### src/rtl/bus_pkg.sv
// Shared bus constants and types.
// Holds the default master count, the watchdog length, bus widths and the
// arbiter FSM state type, plus a small round-robin pointer helper.
package bus_pkg;

    localparam int unsigned NUM_MASTERS = 2;
    localparam int unsigned BUS_TIMEOUT = 16;
    localparam int unsigned ADDR_WIDTH  = 16;
    localparam int unsigned DATA_WIDTH  = 16;

    typedef enum logic [1:0] {
        ARB_IDLE,
        ARB_BUSY,
        ARB_RESP
    } arb_state_e;

    // Index following idx in a ring of n entries.
    function automatic int unsigned rr_next(input int unsigned idx, input int unsigned n);
        return (idx + 1 >= n) ? 0 : idx + 1;
    endfunction

endpackage

### src/rtl/rr_pick.sv
// Combinational round-robin selector.
// Returns the first set request at or after ptr_i, wrapping to index 0.
// Ports:
//   req_i  - request vector, one bit per requester
//   ptr_i  - index with highest priority this round
//   idx_o  - granted index (0 when nothing requests)
//   any_o  - at least one request is set
module rr_pick
    import bus_pkg::*;
#(
    parameter int unsigned NUM_REQ = NUM_MASTERS,
    localparam int unsigned IDX_W  = $clog2(NUM_REQ)
) (
    input  logic [NUM_REQ-1:0] req_i,
    input  logic [IDX_W-1:0]   ptr_i,
    output logic [IDX_W-1:0]   idx_o,
    output logic               any_o
);

    logic [IDX_W-1:0] hi_idx;
    logic [IDX_W-1:0] wrap_idx;
    logic             hi_found;

    // Scan downwards so the lowest qualifying index is the last one written.
    // hi_* covers indices >= ptr_i; wrap_idx is the fallback after wrapping.
    always_comb begin
        hi_idx   = '0;
        wrap_idx = '0;
        hi_found = 1'b0;
        for (int i = NUM_REQ - 1; i >= 0; i--) begin
            if (req_i[i]) begin
                wrap_idx = IDX_W'(i);
                if (i >= int'(ptr_i)) begin
                    hi_idx   = IDX_W'(i);
                    hi_found = 1'b1;
                end
            end
        end
        any_o = |req_i;
        idx_o = hi_found ? hi_idx : wrap_idx;
    end

endmodule

### src/rtl/bus_arbiter.sv
// Round-robin bus arbiter in front of the address decoder.
// Grants one requesting master, registers its request onto the shared bus,
// holds it until ready_i (or a watchdog timeout) and returns a one-cycle
// registered response to that master.
// Ports:
//   clk_i, rst_i              - clock, synchronous active-high reset
//   m_valid_i/addr/wdata/we   - per-master requests
//   m_ready_o, m_err_o        - per-master completion pulse and error
//   m_rdata_o                 - shared response data, valid with m_ready_o
//   valid_o/addr_o/wdata_o/we_o - registered bus request to the decoder
//   ready_i, rdata_i, err_i   - decoder response
//   grant_o                   - current or last granted master
module bus_arbiter
    import bus_pkg::*;
#(
    parameter int unsigned NUM_MASTERS    = bus_pkg::NUM_MASTERS,
    parameter int unsigned TIMEOUT_CYCLES = bus_pkg::BUS_TIMEOUT,
    localparam int unsigned IDX_W         = $clog2(NUM_MASTERS)
) (
    input  logic                  clk_i,
    input  logic                  rst_i,
    input  logic [NUM_MASTERS-1:0] m_valid_i,
    input  logic [ADDR_WIDTH-1:0] m_addr_i  [NUM_MASTERS],
    input  logic [DATA_WIDTH-1:0] m_wdata_i [NUM_MASTERS],
    input  logic [NUM_MASTERS-1:0] m_we_i,
    output logic [NUM_MASTERS-1:0] m_ready_o,
    output logic [DATA_WIDTH-1:0] m_rdata_o,
    output logic [NUM_MASTERS-1:0] m_err_o,
    output logic                  valid_o,
    output logic [ADDR_WIDTH-1:0] addr_o,
    output logic [DATA_WIDTH-1:0] wdata_o,
    output logic                  we_o,
    input  logic                  ready_i,
    input  logic [DATA_WIDTH-1:0] rdata_i,
    input  logic                  err_i,
    output logic [IDX_W-1:0]      grant_o
);

    localparam int unsigned    CNT_W    = $clog2(TIMEOUT_CYCLES + 1);
    localparam logic [CNT_W-1:0] CNT_LAST = CNT_W'(TIMEOUT_CYCLES - 1);

    arb_state_e              state_q;
    logic [IDX_W-1:0]        rr_ptr_q;
    logic [IDX_W-1:0]        grant_q;
    logic [CNT_W-1:0]        cnt_q;
    logic                    valid_q;
    logic [ADDR_WIDTH-1:0]   addr_q;
    logic [DATA_WIDTH-1:0]   wdata_q;
    logic                    we_q;
    logic [NUM_MASTERS-1:0]  m_ready_q;
    logic [NUM_MASTERS-1:0]  m_err_q;
    logic [DATA_WIDTH-1:0]   m_rdata_q;

    logic [IDX_W-1:0]        pick_idx;
    logic                    pick_any;
    logic [NUM_MASTERS-1:0]  grant_onehot;

    rr_pick #(
        .NUM_REQ (NUM_MASTERS)
    ) u_rr_pick (
        .req_i (m_valid_i),
        .ptr_i (rr_ptr_q),
        .idx_o (pick_idx),
        .any_o (pick_any)
    );

    always_comb begin
        grant_onehot = NUM_MASTERS'(1) << grant_q;
    end

    always_ff @(posedge clk_i) begin
        if (rst_i) begin
            state_q   <= ARB_IDLE;
            rr_ptr_q  <= '0;
            grant_q   <= '0;
            cnt_q     <= '0;
            valid_q   <= 1'b0;
            addr_q    <= '0;
            wdata_q   <= '0;
            we_q      <= 1'b0;
            m_ready_q <= '0;
            m_err_q   <= '0;
            m_rdata_q <= '0;
        end else begin
            unique case (state_q)
                ARB_IDLE: begin
                    if (pick_any) begin
                        grant_q <= pick_idx;
                        addr_q  <= m_addr_i[pick_idx];
                        wdata_q <= m_wdata_i[pick_idx];
                        we_q    <= m_we_i[pick_idx];
                        valid_q <= 1'b1;
                        cnt_q   <= '0;
                        state_q <= ARB_BUSY;
                    end
                end
                ARB_BUSY: begin
                    // ready_i takes precedence over an expiring watchdog.
                    if (ready_i) begin
                        m_rdata_q <= rdata_i;
                        m_err_q   <= err_i ? grant_onehot : '0;
                        m_ready_q <= grant_onehot;
                        valid_q   <= 1'b0;
                        state_q   <= ARB_RESP;
                    end else if (cnt_q == CNT_LAST) begin
                        m_rdata_q <= '0;
                        m_err_q   <= grant_onehot;
                        m_ready_q <= grant_onehot;
                        valid_q   <= 1'b0;
                        state_q   <= ARB_RESP;
                    end else if (cnt_q != '1) begin
                        cnt_q <= cnt_q + CNT_W'(1);
                    end
                end
                ARB_RESP: begin
                    m_ready_q <= '0;
                    m_err_q   <= '0;
                    rr_ptr_q  <= IDX_W'(rr_next(32'(grant_q), NUM_MASTERS));
                    state_q   <= ARB_IDLE;
                end
                default: begin
                    state_q <= ARB_IDLE;
                end
            endcase
        end
    end

    assign m_ready_o = m_ready_q;
    assign m_err_o   = m_err_q;
    assign m_rdata_o = m_rdata_q;
    assign valid_o   = valid_q;
    assign addr_o    = addr_q;
    assign wdata_o   = wdata_q;
    assign we_o      = we_q;
    assign grant_o   = grant_q;

endmodule
### config.mk
export PLATFORM = sky130hd
export DESIGN_NAME = bus_arbiter
export DESIGN_NICKNAME = d
export VERILOG_FILES = /design/src/rtl/bus_pkg.sv /design/src/rtl/rr_pick.sv /design/src/rtl/bus_arbiter.sv
export SDC_FILE = /design/constraint.sdc
export NUM_CORES = 1
export LEC_CHECK = 0
export ABC_CLOCK_PERIOD_IN_PS = 1700
export CORE_UTILIZATION = 36
export CTS_BUF_LIST = sky130_fd_sc_hd__clkbuf_16
export DETAILED_ROUTE_END_ITERATION = 7
export GPL_TIMING_DRIVEN = 0
export PLACE_DENSITY = 0.76
export SLEW_MARGIN = 10
export SYNTH_ARGS = -nofsm -noshare
export SYNTH_HDL_FRONTEND = slang
export SYNTH_SLANG_ARGS = --single-unit
### constraint.sdc
create_clock -name clk_i -period 1.7 [get_ports clk_i]
set_input_delay 0.255 -clock clk_i [delete_from_list [all_inputs] [get_ports clk_i]]
set_output_delay 0.255 -clock clk_i [all_outputs]
set_load 0.1 [all_outputs]
== Word level (Yosys, flattened, before mapping) ==
Index checks and enable logic that the tools add are counted.
W data, S select, Z words.

* Flip-flop bits (word level): 63
* Input bits: 88
* Output and inout bits: 55
* Word-level logic and storage cells: 76

* Add/subtract/negate cells: 2
* $lt $le $gt $ge: 4
* Eq/ne operators: 9
* Shifts and indexed selects: 1
* Mux-type cells: 37
* Bitwise operators: 1
* Reductions and logical operators: 11

{| class="wikitable"
|+ Operators with widths
! kind !! number
|-
| $mux W16 || 8
|-
| $mux W5 || 4
|-
| $mux W2 || 7
|-
| $mux W1 || 13
|-
| $pmux W2 S2 || 3
|-
| $pmux W5 S2 || 1
|-
| $ne A2 B2 Y1 const B || 4
|-
| $reduce_and A2 Y1 || 4
|-
| $reduce_bool A2 Y1 || 3
|-
| $add A5 B1 Y5 const B || 1
|-
| $eq A5 B4 Y1 const B || 1
|-
| $ne A5 B5 Y1 const B || 1
|-
| $reduce_and A5 Y1 || 1
|-
| $ge A2 B2 Y1 const B || 2
|-
| $ne A3 B3 Y1 const B || 1
|-
| $reduce_and A3 Y1 || 1
|-
| $add A1 B1 Y2 const B || 1
|-
| $eq A2 B1 Y1 const B || 1
|-
| $eq A2 B2 Y1 const B || 1
|-
| $logic_not A2 Y1 || 1
|-
| $lt A1 B2 Y1 const B || 1
|-
| $not A1 Y2 || 1
|-
| $pmux W1 S2 || 1
|-
| $reduce_or A2 Y1 || 1
|-
| other kinds (2) || 2
|}

== Longest topological paths before layout ==
Gate-level depths: netlist of the first run.

* Depth after elaboration: 8
* Mapped depth: 7
* Gate-level depth less buffers: 6

== Cells and area by module ==
A second synthesis of the first run with hierarchy kept.

* Cell total of the unflattened synthesis: 298
* Area total of the unflattened synthesis: 2,736.4 um^2

{| class="wikitable"
|+ Modules (own cells, without submodules)
! module !! instances !! cells an instance !! area an instance (um^2) !! sequential area each (um^2)
|-
| bus_arbiter || 1 || 295 || 2,718.9 || 1,261.2
|-
| rr_pick || 1 || 3 || 17.5 || 0.0
|}

== Worst setup path before layout of the first run ==
OpenSTA, ideal clock, no wires.

* Path kind: register to register
* From: register cnt_q[0]
* To: register cnt_q[2]
* Setup time: 72 ps
* Arrival: 1,718 ps
* Data required time: 1,628 ps
* Slack: -90 ps
* Stages on the path, launching flop included: 7
* Path buffers: 0
* Period minus slack after synthesis: 1,790 ps
* Cells stage by stage: dfxtp_1 > ha_1 > and3_1 > ha_1 > o31a_1 > nor4b_1 > mux2i_1

* Cells in the longest elaborated chain, start to end: 5
* Elaborated cells on any way between the ends: 10
* Those cells by class: add/sub (1); eq/ne (4); mux (4); reduce/logical (1)

{| class="wikitable"
|+ RTL lines
! element !! line !! RTL
|-
| start: declaration || bus_arbiter.sv:45 || <nowiki>logic [CNT_W-1:0] cnt_q;</nowiki>
|-
| start signal: assignment || bus_arbiter.sv:112 || <nowiki>cnt_q <= cnt_q + CNT_W'(1);</nowiki>
|-
| $add A5 B1 Y5 || bus_arbiter.sv:112 ||
|-
| $mux W5 || bus_arbiter.sv:111 || <nowiki>end else if (cnt_q != '1) begin</nowiki>
|-
| $mux W5 || bus_arbiter.sv:105 || <nowiki>end else if (cnt_q == CNT_LAST) begin</nowiki>
|-
| $mux W5 || bus_arbiter.sv:99 || <nowiki>if (ready_i) begin</nowiki>
|-
| $pmux W5 S2 || bus_arbiter.sv:85 || <nowiki>unique case (state_q)</nowiki>
|}

Parallel ways exist; a longest one is shown, timed or not. The select of a mux whose other input is x is not followed.
A chain may end at the register's enable or synchronous reset.

== Worst setup path after layout of the first run ==
* From: register cnt_q[1]
* To: register cnt_q[2]

The elaborated chain is that of the path after synthesis.

==> results of run 1 <==
## synth_stat cells (3+ instances only)
cell type	number	area (µm²)
sky130_fd_sc_hd__buf_2	12	60.1
sky130_fd_sc_hd__dfxtp_1	63	1260
sky130_fd_sc_hd__a311oi_1	33	289
sky130_fd_sc_hd__nor2_1	3	11.3
sky130_fd_sc_hd__o21ai_0	34	170
sky130_fd_sc_hd__mux2i_1	4	40.0
sky130_fd_sc_hd__a21oi_1	36	180
sky130_fd_sc_hd__ha_1	3	37.5
sky130_fd_sc_hd__o311ai_0	3	26.3
sky130_fd_sc_hd__nor3_1	3	15.0
sky130_fd_sc_hd__a22o_1	16	140
sky130_fd_sc_hd__nand3b_1	33	248
sky130_fd_sc_hd__nand3_1	3	15.0
sky130_fd_sc_hd__inv_1	4	15.0
sky130_fd_sc_hd__clkbuf_1	15	56.3
sky130_fd_sc_hd__o211ai_1	4	30.0
sky130_fd_sc_hd__buf_6	5	56.3
## path summary, 6_finish.rpt
kind / to / slack, ns / cells past startpoint
min reg2reg: valid_o / 0.48 / 1
min: wdata_o[12] / 0.30 / 3
max reg2reg: cnt_q[2] / -0.07 / 6
max: cnt_q[2] / -0.07 / 6
## critical path, cell delays in order (launching register included)
cell                      delay (ns)
sky130_fd_sc_hd__dfxtp_2        0.33
sky130_fd_sc_hd__ha_2           0.17
sky130_fd_sc_hd__and3_4         0.20
sky130_fd_sc_hd__ha_4           0.16
sky130_fd_sc_hd__o31a_1         0.36
sky130_fd_sc_hd__nor4b_2        0.28
sky130_fd_sc_hd__mux2i_1        0.21
## what timing repair did
item / in CTS / in global routing
endpoints found under the hold margin: 0 / 0
setup endpoints to repair: 79 / 25
pin swaps: 3 / 12
hold buffers: 0 / 0
gates cloned: 0 / 1
setup buffers: 3 / 4
gates resized for setup: 173 / 11
## flip-flops by register name, summed over array words and instances, names as in the netlist
name,flops
addr_o,16
cnt_q,5
grant_o,1
m_err_o,2
m_rdata_o,16
m_ready_o,2
rr_ptr_q,1
state_q,2
valid_o,1
wdata_o,16
we_o,1
## report_power, final
group | internal (µW) | switching, µW
logic | 526 | 1200
registers | 1600 | 72.6
clock network | 1290 | 704
## routing by layer
metal  vias to the layer above  global-route usage
met1                      1483               0.276
li1                       1501                   -
met4                         0               0.102
met2                       139               0.380
met3                        13              0.0687
met5                         -                   0
## kinds of logic (layout without fill, tap and decap cells)
family	Yosys count	in the layout	synth area share
AO/OA/AOI/OAI	137	137	0.326
flip-flops	63	63	0.438
AND/OR/NAND/NOR	58	58	0.139
buffers and inverters	38	202	0.0704
multiplexers	4	4	0.0139
adder cells (fa/ha/maj)	3	3	0.0130
## through the flow
stage | TNS, ns | hold slack, ns | utilization | power, µW | instance area, µm²
2_1_floorplan | -0.0440 | 0.380 | - | 2890 | 2900
3_3_place_gp | -6.15 | 0.448 | 0.573 | 3410 | 4430
3_5_place_dp | -8.42 | 0.463 | 0.573 | 3420 | 4430
4_1_cts | -0.357 | 0.294 | 0.630 | 5390 | 4870
5_1_grt | -2.21 | 0.334 | 0.639 | 5580 | 4940
6_report | -0.592 | 0.303 | 0.639 | 5380 | 4940
## cell type report
type                       instances  area, µm²  area share
multi-input combinational        202       1480       0.300
inverter                           4       15.0     0.00304
tap                              102        128      0.0258
buffer                            34        189      0.0382
clock buffer                       9        225      0.0456
timing repair buffer             148       1540       0.312
clock inverter                     7       97.6      0.0198
sequential                        63       1260       0.256
==> summary.txt, run 1 <==
Logic synthesis
  • Count of warnings emitted by yosys: 0
  • Async set-or-reset flop fraction in the synthesized netlist: 0
  • Net count after synthesis: 394
  • Library cells used by synthesis: 38
  • Count of mapped cells out of synthesis: a little over 300
  • Flip-flop and latch count after synthesis: 63
  • Most frequently used flop master after synthesis: sky130_fd_sc_hd__dfxtp_1
  • Sequential-to-total area share from yosys stat: 0.438
  • Number of synthesized flops with an enable pin: 0
  • Combined area of all synthesized cells: 2880 µm²
  • Average cell area after synthesis: 9.51 µm²

STA
  • Actual transition at the worst max-transition pin: 0.836 ns
  • Clock period minus worst slack: 1.77 ns
  • Share of the cycle needed by the critical path after routing: 1.04
  • Fin. max-slew vios: 0
  • Worst slew slack as a fraction of its limit: 0.438
  • Post-route worst setup slack: -0.0679 ns
  • Count of endpoints failing setup in the final report: 22
  • RSZ-0062 raised after global routing: true
  • Highest clock frequency the design can meet: 566 MHz
  • Number of failing hold endpoints at the final stage: 0
  • Post-route clock skew: 0.00530 ns

Cells and area
  • Leading cell type in the layout, fill and taps excluded: sky130_fd_sc_hd__clkdlybuf4s50_1
  • Filler cell count in the final layout: around 630
  • Count of antenna diodes in the layout: 0
  • Nets: 553
  • Area growth from synthesis to layout: 71.5%
  • Leading cell types in the layout, fill and taps excluded: 85 x sky130_fd_sc_hd__clkdlybuf4s50_1, 61 x sky130_fd_sc_hd__dfxtp_1, 55 x sky130_fd_sc_hd__clkdlybuf4s15_2
  • Post-layout instance count excluding filler cells: 569
  • Share of layout cells above drive strength 1: 0.242

Clock network
  • Max Buffers Root-to-Sink: 2
  • Library cell used as clock root buffer: sky130_fd_sc_hd__clkbuf_16
  • Number of sinks handled by clock tree synthesis: 63
  • CTS tree: built
  • Reg clk slew, reported paths: 0.06 ns
  • Cts bufs inserted: 9
  • Depth of the CTS H-tree: 3
  • Clock latency at the later pin of the worst-skew pair: 0.33 ns

GRT
  • Global-route wire length before repair: 15.2 mm
  • Global Route Usage Sum: 0.230
  • Leftover overflow at the end of global routing: 0
  • Vias in the first global route: 3,129
  • Antenna violations before repair: 0
  • Pin count of the biggest net entering global routing: 13

Detailed routing
  • Number of nets with antenna violations after detailed routing: 0
  • Total iterations of the first detailed-routing run: 4
  • Metal3 WL: 747 µm
  • Avg WL per Cell: 16.9 µm
  • Via-per-instance ratio: 5.51
  • Total routed wire length on the met1 layer: between 3 and 4 mm
  • Vias after detailed routing: 3,136
  • Sum of met2 wire segment lengths after detailed routing: 4.74 mm
  • DR top layer: met4
  • Number of design rule violations left after detail routing: 0
  • Wirelength, routed: 9.64 mm
  • Violation count after the first detailed-route iteration: 87

Worst hold path
  • Hold Path Origin: m_valid_i[1]
  • Type of the tightest min-delay check: in -> reg

Power
  • PD cells: ~1100 nW/µm²
  • Highest ir drop seen on vdd: 0.586 mV
  • P_leak: 0.00176 µW

Run status
  • Result of the run: finished with violations
  • Violated checks: setup timing

Critical path
  • Origin of the worst setup path: cnt_q[1]
  • Data arrival time of the critical path: 2.02 ns
  • Worst reg2reg startpoint: cnt_q[1]
  • Type of origin of the critical path: register
  • Worst Setup End Kind: register
  • Critical Path RT: 1.96 ns
  • Class of the most critical setup path: reg -> reg
  • Maximum net fanout on the critical path: 5

Die
  • Full die area: 8360 µm²
  • Vertical die dimension: 91.4 µm
  • DIE WIDTH: about 91 µm
  • Initial Utilization: 0.373
  • Placeable core area: between 7000 and 8000 µm²
  • Row count: 32
  • Ports: 143

Job
  • Number of max-capacitance violations reported: 0

Place
  • Pre-CTS setup slack: -0.226 ns
  • HPWL after DPL: roughly 6.6 mm
  • Port-buffer cells: 140
  • Routability-driven placement congestion ratio: ~0.80
  • Placed instance count: 545
(Power assumes the default switching activity.)
==> run 2: changes to the inputs <==
--- a/config.mk
+++ b/config.mk
@@ -6,11 +6,13 @@
 export NUM_CORES = 1
 export LEC_CHECK = 0
 export ABC_CLOCK_PERIOD_IN_PS = 1700
+export CORE_MARGIN = 2
 export CORE_UTILIZATION = 36
 export CTS_BUF_LIST = sky130_fd_sc_hd__clkbuf_16
 export DETAILED_ROUTE_END_ITERATION = 7
 export GPL_TIMING_DRIVEN = 0
 export PLACE_DENSITY = 0.76
+export REMOVE_ABC_BUFFERS = 1
 export SLEW_MARGIN = 10
 export SYNTH_ARGS = -nofsm -noshare
 export SYNTH_HDL_FRONTEND = slang
==> run 2 against run 1 <==
  * The flow still finishes with violations (setup timing)
  * Routed wire length rose by 7.1%
  * Die area rose by 4.4%
  * Maximum frequency fell by 1.4%
  * Count of clock-buffer cells in the layout did not move
  * Clock skew fell by 0.0011 ns
  * Power rose by 3.1%
  * Register-to-register slack got worse by 0.02 ns
  * Sequential power barely moved
  * Sequential cell count did not move
  * Largest cell class unchanged
  * Largest power group unchanged
  * Highest routed layer unchanged
==> summary.txt, run 2 (synthesis results as in run 1) <==
Run status
  • Result of the run: finished with violations
  • Violated checks: setup timing

STA
  • Post-route clock skew: 0.00418 ns (-0.00112 ns)
  • Fin. max-slew vios: 0 (unchanged)
  • Post-route worst setup slack: -0.0923 ns (-0.0244 ns)
  • Count of endpoints failing setup in the final report: 11 (-50%)
  • Worst hold slack: 0.458 ns (+0.155 ns)
  • Number of failing hold endpoints at the final stage: 0 (unchanged)
  • Clock period minus worst slack: 1.79 ns (+0.0244 ns)
  • Highest clock frequency the design can meet: 558 MHz (-1.4%)
  • Setup TNS: -0.769 ns (-0.177 ns)
  • RSZ-0062 raised after global routing: true
  • Share of the cycle needed by the critical path after routing: 1.05 (+0.0143)
  • Worst slew slack as a fraction of its limit: 0.426 (-0.0120)
  • Actual transition at the worst max-transition pin: 0.854 ns (+0.0178 ns)

Detailed routing
  • Vias after detailed routing: 3,104 (-1.0%)
  • Wirelength, routed: 10.3 mm (+7.1%)
  • Number of design rule violations left after detail routing: 0 (unchanged)
  • Violation count after the first detailed-route iteration: 216 (+150%)
  • Via-per-instance ratio: 5.70 (+3.3%)
  • Avg WL per Cell: 18.9 µm (+12%)
  • Number of nets with antenna violations after detailed routing: 0 (unchanged)
  • Total iterations of the first detailed-routing run: 4 (unchanged)

Job
  • Number of max-capacitance violations reported: 0 (unchanged)

GRT
  • Global-route wire length before repair: 15.8 mm (+4.2%)
  • Leftover overflow at the end of global routing: 0 (unchanged)
  • Global Route Usage Sum: 0.230 (-0.000311)
  • Antenna violations before repair: 0 (unchanged)
  • Pin count of the biggest net entering global routing: 68 (+55)
  • Vias in the first global route: 3,029 (-3.2%)

Critical path
  • Class of the most critical setup path: reg -> reg
  • Critical Path RT: 1.97 ns (about the same)
  • Data arrival time of the critical path: 2.06 ns (+0.04 ns)
  • Largest incremental delay on the critical path: 0.34 ns (-0.02 ns)
  • Type of origin of the critical path: register
  • Maximum net fanout on the critical path: 5 (unchanged)
  • Slowest cell on the critical path: sky130_fd_sc_hd__dfxtp_2
  • Crit-path cells: ha_4 > and3_4 > ha_4 > or2_4 > a21oi_4 > buf_12 > buf_12 > a32o_1
  • Worst Setup End Kind: register
  • Cell family with the largest share of critical-path delay: simple AND/OR/NAND/NOR gates
  • Count of buffer and inverter cells on the critical path: 2 (+2)

Die
  • DIE WIDTH: 93.4 µm (+2.2%)
  • Row count: 32 (unchanged)
  • Full die area: 8730 µm² (+4.4%)
  • Placeable core area: 7730 µm² (unchanged)
  • Initial Utilization: 0.373 (unchanged)
  • Vertical die dimension: 93.4 µm (+2.2%)
  • Ports: 143 (unchanged)

Cells and area
  • Count of antenna diodes in the layout: 0 (unchanged)
  • Leading cell types in the layout, fill and taps excluded: 85 x sky130_fd_sc_hd__clkdlybuf4s50_1, 60 x sky130_fd_sc_hd__dfxtp_1, 55 x sky130_fd_sc_hd__clkdlybuf4s15_2
  • Non-Filler Cell Area, Final: 4960 µm² (+0.46%)
  • Nets: 529 (-4.3%)
  • Leading cell type in the layout, fill and taps excluded: sky130_fd_sc_hd__clkdlybuf4s50_1
  • Area growth from synthesis to layout: 72.3%
  • Share of layout cells above drive strength 1: 0.244 (+0.00182)

Clock network
  • Clock latency at the later pin of the worst-skew pair: 0.32 ns (about the same)
  • Number of sinks handled by clock tree synthesis: 63 (unchanged)
  • Cts bufs inserted: 9 (unchanged)
  • Depth of the CTS H-tree: 3 (unchanged)
  • Library cell used as clock root buffer: sky130_fd_sc_hd__clkbuf_16
  • Reg clk slew, reported paths: 0.06 ns (about the same)
  • CTS tree: built
  • Max Buffers Root-to-Sink: 2 (unchanged)

Place
  • Port-buffer cells: 142 (+1.4%)
  • HPWL after DPL: 5.94 mm (-9.8%)
  • Routability-driven placement congestion ratio: 0.730 (-8.3%)
  • Area post-placement: 4280 µm² (-3.3%)
  • Pre-CTS setup slack: -0.499 ns (-0.273 ns)

Power
  • Highest ir drop seen on vdd: 0.515 mV (-12%)
  • PD cells: 1120 nW/µm² (+2.7%)
  • P_leak: 0.00172 µW (-2.2%)
  • Overall power of the completed layout: 5550 µW (+3.1%)

Worst hold path
  • Type of the tightest min-delay check: in -> reg
[run 2: cell count changes in the layout (fill, tap and decap cells not counted), sizes merged]
| cell | change |
|---|---|
| and2b | +1 |
| buf | -13 |
| bufinv | +1 |
| clkbuf | -15 |
| clkinv | -3 |
| clkinvlp | +4 |
| inv | -1 |
| nor2 | +2 |
[run 2: worst register-to-register path: cells and delay by family (launching register included)]
kind / cells / cell delay, ns
AOI/OAI and AO/OA: 2 / 0.38
adders and majority gates: 2 / 0.32
buffers and inverters: 2 / 0.26
DFF: 1 / 0.34
and+or+nand+nor: 2 / 0.44
[run 2: stage by stage]
step                      std cells  utilization
after floorplan                 269            -
after global placement          513        0.549
after detailed placement        515        0.554
after CTS                       541        0.636
after global routing            545        0.642
final                           545        0.642
[run 2: path summary, 6_finish.rpt]
path / startpoint / to / slack, ns / cells past startpoint
worst min register to register: valid_o / valid_o / 0.48 / 1
worst min-delay path: m_valid_i[1] / wdata_o[13] / 0.46 / 3
worst max-delay path: cnt_q[1] / m_err_o[1] / -0.09 / 8
worst max register to register: cnt_q[1] / m_err_o[1] / -0.09 / 8
[run 2: timing repair]
action | in CTS | in global routing
gates resized for setup | 189 | 4
gates cloned | 5 | 1
hold buffers | 0 | 0
pin swaps | 20 | 9
setup buffers | 5 | 4
setup endpoints to repair | 114 | 50
[run 2: final cells by class]
class	count	area [µm²]
fillers	647	2770
flip-flops and latches	63	1260
clock buffers	9	225
clock inverters	7	121
inverters	4	18.8
repair inverters	1	7.51
repair buffers	154	1670
multi-input cells	205	1530
well taps	102	128
[run 2: report_power, final]
part	total [µW]	switching [µW]	internal [µW]	leakage (µW)
registers	1680	79.7	1600	0.000520
logic	1760	1220	537	0.00104
clock network	2120	683	1430	0.000158
total	5550	1980	3570	0.00172
[run 2: metal layers]
layer,track usage,vias to the layer above,part of all wire
met3,0.0749,16,0.089
met4,0.0821,0,0.015
met2,0.379,166,0.46
li1,-,1460,-
met1,0.280,1462,0.43
met5,0,-,0
